### config.mk
export PLATFORM = sky130hd
export DESIGN_NAME = asrv32_writeback
export DESIGN_NICKNAME = d
export VERILOG_FILES = /design/src/rtl/asrv32_pkg.sv /design/src/rtl/asrv32_load_align.sv /design/src/rtl/asrv32_writeback.sv
export SDC_FILE = /design/constraint.sdc
export NUM_CORES = 1
export LEC_CHECK = 0
export CORE_ASPECT_RATIO = 0.7
export CORE_UTILIZATION = 49
export CTS_CLUSTER_DIAMETER = 50
export DETAILED_ROUTE_END_ITERATION = 10
export PLACE_DENSITY = 0.95
export SETUP_SLACK_MARGIN = 0.4
export SLEW_MARGIN = 10
export SYNTH_ARGS = -nofsm -noshare
export SYNTH_HDL_FRONTEND = slang
export SYNTH_HIERARCHICAL = 1
export SYNTH_SLANG_ARGS = --single-unit
### constraint.sdc
create_clock -name i_clk -period 4.9 [get_ports i_clk]
set_input_delay 0.49 -clock i_clk [delete_from_list [all_inputs] [get_ports i_clk]]
set_output_delay 0.49 -clock i_clk [all_outputs]
set_load 0.1 [all_outputs]
### src/rtl/asrv32_pkg.sv
// Shared ASRV32 definitions: load funct3 encodings and the writeback state encoding.
package asrv32_pkg;

    localparam logic [2:0] LB  = 3'b000;
    localparam logic [2:0] LH  = 3'b001;
    localparam logic [2:0] LW  = 3'b010;
    localparam logic [2:0] LBU = 3'b100;
    localparam logic [2:0] LHU = 3'b101;

    typedef enum logic {
        IDLE      = 1'b0,
        WAIT_LOAD = 1'b1
    } wb_state_t;

endpackage

### src/rtl/asrv32_load_align.sv
// Combinational load formatter: picks the byte/halfword out of a little-endian word and extends it.
module asrv32_load_align
    import asrv32_pkg::*;
(
    input  logic [31:0] rdata,
    input  logic [2:0]  funct3,
    input  logic [1:0]  lsb,
    output logic [31:0] data
);

    logic [7:0]  byte_sel;
    logic [15:0] half_sel;

    always_comb begin
        case (lsb)
            2'd0:    byte_sel = rdata[7:0];
            2'd1:    byte_sel = rdata[15:8];
            2'd2:    byte_sel = rdata[23:16];
            default: byte_sel = rdata[31:24];
        endcase
        // Halfword loads are aligned upstream, so only lsb[1] matters here.
        half_sel = lsb[1] ? rdata[31:16] : rdata[15:0];
    end

    always_comb begin
        case (funct3)
            LB:      data = {{24{byte_sel[7]}}, byte_sel};
            LBU:     data = {24'd0, byte_sel};
            LH:      data = {{16{half_sel[15]}}, half_sel};
            LHU:     data = {16'd0, half_sel};
            default: data = rdata;
        endcase
    end

endmodule

### src/rtl/asrv32_writeback.sv
// ASRV32 writeback stage: retires one instruction per handshake, waits on load responses
// and issues a registered single-cycle register-file write.
module asrv32_writeback
    import asrv32_pkg::*;
#(
    parameter int TIMEOUT_CYCLES = 255
) (
    input  logic        i_clk,
    input  logic        i_rst_n,
    input  logic        i_valid,
    output logic        o_ready,
    input  logic        i_wr_rd,
    input  logic [4:0]  i_rd_addr,
    input  logic [31:0] i_result,
    input  logic        i_is_load,
    input  logic [2:0]  i_funct3,
    input  logic [1:0]  i_addr_lsb,
    input  logic        i_rdata_valid,
    input  logic [31:0] i_rdata,
    output logic        o_ce_wr,
    output logic [4:0]  o_rd_addr,
    output logic [31:0] o_rd_data,
    output logic        o_load_timeout
);

    localparam int CNT_W = $clog2(TIMEOUT_CYCLES + 1);
    localparam logic [CNT_W-1:0] CNT_LAST = CNT_W'(TIMEOUT_CYCLES - 1);

    function automatic logic [CNT_W-1:0] sat_inc(input logic [CNT_W-1:0] v);
        return (v == {CNT_W{1'b1}}) ? v : v + CNT_W'(1);
    endfunction

    wb_state_t        state, state_nxt;
    logic             accept;
    logic             cnt_hit;
    logic [CNT_W-1:0] cnt_p1;
    logic             wr_rd_p1;
    logic [4:0]       rd_p1;
    logic [2:0]       funct3_p1;
    logic [1:0]       lsb_p1;
    logic [31:0]      load_data;

    assign accept  = i_valid && o_ready;
    assign cnt_hit = (cnt_p1 == CNT_LAST);

    asrv32_load_align u_align (
        .rdata  (i_rdata),
        .funct3 (funct3_p1),
        .lsb    (lsb_p1),
        .data   (load_data)
    );

    always_ff @(posedge i_clk or negedge i_rst_n) begin
        if (!i_rst_n) begin
            state <= IDLE;
        end else begin
            state <= state_nxt;
        end
    end

    always_comb begin
        state_nxt = state;
        case (state)
            IDLE:      if (accept && i_is_load) state_nxt = WAIT_LOAD;
            WAIT_LOAD: if (i_rdata_valid || cnt_hit) state_nxt = IDLE;
            default:   state_nxt = IDLE;
        endcase
    end

    always_comb begin
        o_ready = (state == IDLE);
    end

    // p1: pending-load context captured at accept
    always_ff @(posedge i_clk) begin
        if (accept && i_is_load) begin
            wr_rd_p1  <= i_wr_rd;
            rd_p1     <= i_rd_addr;
            funct3_p1 <= i_funct3;
            lsb_p1    <= i_addr_lsb;
        end
    end

    always_ff @(posedge i_clk or negedge i_rst_n) begin
        if (!i_rst_n) begin
            cnt_p1 <= '0;
        end else if (accept && i_is_load) begin
            cnt_p1 <= '0;
        end else if (state == WAIT_LOAD && !i_rdata_valid) begin
            cnt_p1 <= sat_inc(cnt_p1);
        end
    end

    // Register-file write port; a response coinciding with the limit takes priority.
    always_ff @(posedge i_clk or negedge i_rst_n) begin
        if (!i_rst_n) begin
            o_ce_wr        <= 1'b0;
            o_rd_addr      <= '0;
            o_rd_data      <= '0;
            o_load_timeout <= 1'b0;
        end else begin
            o_ce_wr        <= 1'b0;
            o_load_timeout <= 1'b0;
            if (accept && !i_is_load) begin
                o_ce_wr   <= i_wr_rd && (i_rd_addr != 5'd0);
                o_rd_addr <= i_rd_addr;
                o_rd_data <= i_result;
            end else if (state == WAIT_LOAD) begin
                if (i_rdata_valid) begin
                    o_ce_wr   <= wr_rd_p1 && (rd_p1 != 5'd0);
                    o_rd_addr <= rd_p1;
                    o_rd_data <= load_data;
                end else if (cnt_hit) begin
                    o_load_timeout <= 1'b1;
                end
            end
        end
    end

endmodule

==> reports/metrics.yaml <==
clock_tree:
  cts_tree: "built"
  ctsResizeCount: 0
  cts.clk_slew.worst_paths_ps: 80
  hold_buffers: 0
  cts_sinks: 59
  htreeDepth: 3
  cts_buffer_depth: 2
  cts_root_buf: "clkbuf_8"
  cts_made_buffers: 9
  insertion_delay_ps: 360
  post-cts-setup-buffer-count: 0
floorplan:
  core_area_sq_mm: 0.00679
  rows: 25
  die_y_um: 72.4
  ioPinCount: 120
  start_util_pct: 51.0
  die_area_sq_mm: 0.00742
  die_w_um: 103
final_layout:
  seq_area_sq_mm: 0.00153
  area_growth_pct: 39.9
  drive_above_1_share_pct: 6.49
  fillers: 497
  design_area_sq_mm: 0.00485
  layout.nets: 555
  diodes: 0
  multi_input_area_sq_mm: 0.00173
synth:
  ys_ff_latch: 59
  netlist_area_sq_mm: 0.00346
  synth_cell_type_count: 44
  synth-async-reset-ratio_pct: 81.4
  yosysWarnings: 6
  synth_fp_nets: 448
  syn_avg_cell_area_sq_um: 9.47
  synth_edf_count: 11
  yosysSeqAreaShare_pct: 44.2
  syn_inst: 366
  ys.flop_type: "dfrtp_1"
power:
  p_sw_mw: 0.993
  swShare_pct: 47.8
  p_clk_share_pct: 22.0
  ir_drop_mv: 0.197
  combPwrFrac_pct: 46.8
  p_per_area_mw_per_mm2: 429
  p_int_mw: 1.08
  seqPwrFrac_pct: 31.2
  leakage_nw: 1.99
min_path:
  hold_path.class: "input port to async pin"
timing:
  fin_skew_ps: 11.2
  slew_headroom_pct: 26.5
  rsz0062_at_grt: "false"
  fmax_ghz: 0.380
  worst_pin_slew_ps: 1100
  setup_viol: 0
  maxSlewViolCount: 0
  hold-worst-slack_ps: 346
  finalSetupTns_ps: 0
  finalHoldViolCount: 0
  setup_ws_ps: 2270
  finalCritPeriodShare_pct: 53.8
  period_needed_ps: 2630
global_routing:
  grt_max_degree: 52
  met2_usage_pct: 48.1
  grt_pass1_wl_um: 16800
  antenna_found_initial: 0
  gr-usage-met3_pct: 10.1
  grt_usage_pct: 30.2
  use_met1_pct: 39.0
  first_global_vias: 3380
  gr-max-usage-layer: "met2"
  overflow: 0
setup_path:
  cp-start-kind: "register"
  reg2reg_depth: 5
  r2r-start: "lsb_p1[1]"
  timing.rr.end: "o_rd_data[20]"
  crit_arrival_ps: 2870
  crit_chain: "mux2i_1 > o31a_1 > o22ai_1 > a22oi_1 > nand2_1"
  cpMaxStageDelayCell: "edfxtp_1"
  critPathMaxFanout: 29
  max_stage_delay_ps: 1040
  end_kind: "register"
  setup.worst_path.class: "register to register"
  reg2reg_slack_ps: 2270
  cp_data_required_time_ps: 5130
run_status:
  outcome: "finished clean"
place:
  dp.final_hpwl_um: 7670
  routabilityCongestion: 0.889
  io_buffers: 119
  dp_slack_ps: 2160
  dpl_cell_area_sq_mm: 0.00464
routing:
  drt-initial-drc-count: 504
  via_count: 3522
  route.detailed.drc: 0
  wl_per_cell_um: 19.0
  routed_wl_um: 10800
  drt_first_pass_iters: 5
  viasPerCell: 6.16
  antenna_left: 0
run:
  drv_cap: 0
critical path, delay by kind of cell, from the launching register on:
family | cells | cell delay, ps
compound gates | 3 | 1080
flops | 1 | 1040
mux | 1 | 290
simple gates | 1 | 90
layout by cell type, fill, tap and decap left out, drive strengths merged, types with 12 or more instances in the layout:
| cell type | n |
|---|---|
| a21oi | 20 |
| nor2 | 31 |
| o22ai | 16 |
| dfrtp | 48 |
| clkbuf | 12 |
| inv | 12 |
| clkdlybuf4s50 | 118 |
| o21ai | 18 |
| nand2 | 74 |
| mux2i | 14 |
| a22oi | 26 |
power groups by stage:
stage / Combinational, mW / Clock, mW / Sequential, mW
after floorplan: 0.181 / 0 / 1.15
after global placement: 0.948 / 0 / 0.652
after detailed placement: 0.967 / 0 / 0.653
after CTS: 0.970 / 0.462 / 0.646
after global routing: 1.01 / 0.481 / 0.657
final: 0.973 / 0.457 / 0.647
sequential cells by signal, indices dropped and copies added (netlist names):
signal and cells:
cnt_p1 8, funct3_p1 3, lsb_p1 2, o_ce_wr 1, o_load_timeout 1, o_rd_addr 5, o_rd_data 32, rd_p1 5
state 1, wr_rd_p1 1
cell families (layout without fill, tap and decap cells):
logic type / Yosys count / after routing / synth area share [%]
and+or+nand+nor: 139 / 139 / 17.8
buffers and inverters: 39 / 151 / 5.96
AOI/OAI and AO/OA: 103 / 103 / 20.8
xor gates and xnor gates: 1 / 1 / 0.253
muxes: 23 / 23 / 10.2
adders and majority gates: 2 / 2 / 0.722
DFF: 59 / 59 / 44.2
layout make-up:
type / instances / share of cell area (%)
multi-input combinational: 268 / 35.8
sequential: 59 / 31.6
timing repair buffer: 122 / 24.9
clock buffer: 12 / 3.67
tap: 94 / 2.43
inverter: 13 / 1.01
clock inverter: 4 / 0.620
worst max-delay path by stage:
stage	slack (ps)	from	endpoint
after global placement	2310	i_rdata_valid	o_rd_data[15]
after CTS	2380	state	o_ready
after detailed placement	2160	i_rdata_valid	o_rd_data[19]
after floorplan	2870	state	funct3_p1[0]
after global routing	2200	lsb_p1[1]	o_rd_data[20]
final	2270	lsb_p1[1]	o_rd_data[20]
synth_stat cells (all sizes together), types with 3 or more instances:
| cell | number | share of area [%] |
|---|---|---|
| nand2 | 74 | 8.0 |
| mux2i | 14 | 4.0 |
| o21ai | 18 | 2.6 |
| a22oi | 26 | 6.0 |
| o22ai | 16 | 2.9 |
| edfxtp | 11 | 9.5 |
| a21oi | 20 | 2.9 |
| nand3 | 6 | 0.87 |
| clkbuf | 9 | 0.98 |
| inv | 12 | 1.3 |
| nor3 | 3 | 0.43 |
| mux4 | 7 | 5.3 |
| a311oi | 7 | 1.8 |
| nor2b | 10 | 1.8 |
| buf | 17 | 3.6 |
| or4 | 3 | 0.65 |
| nor2 | 31 | 3.4 |
| dfrtp | 48 | 35 |
| o221ai | 7 | 2.5 |
layer usage:
metal	wire length, um	up-vias
met2	4940	270
met5	0	-
met3	1420	37
met4	222	0
met1	4260	1659
li1	-	1556
per-stage QoR:
stage	total power [mW]	std cells	util, %
floorplan	1.34	366	-
global placement	1.60	556	68.4
detailed placement	1.62	556	68.4
CTS	2.08	572	71.4
global route	2.15	572	71.4
finish	2.08	572	71.4
Power figures use the tool's default switching activity.
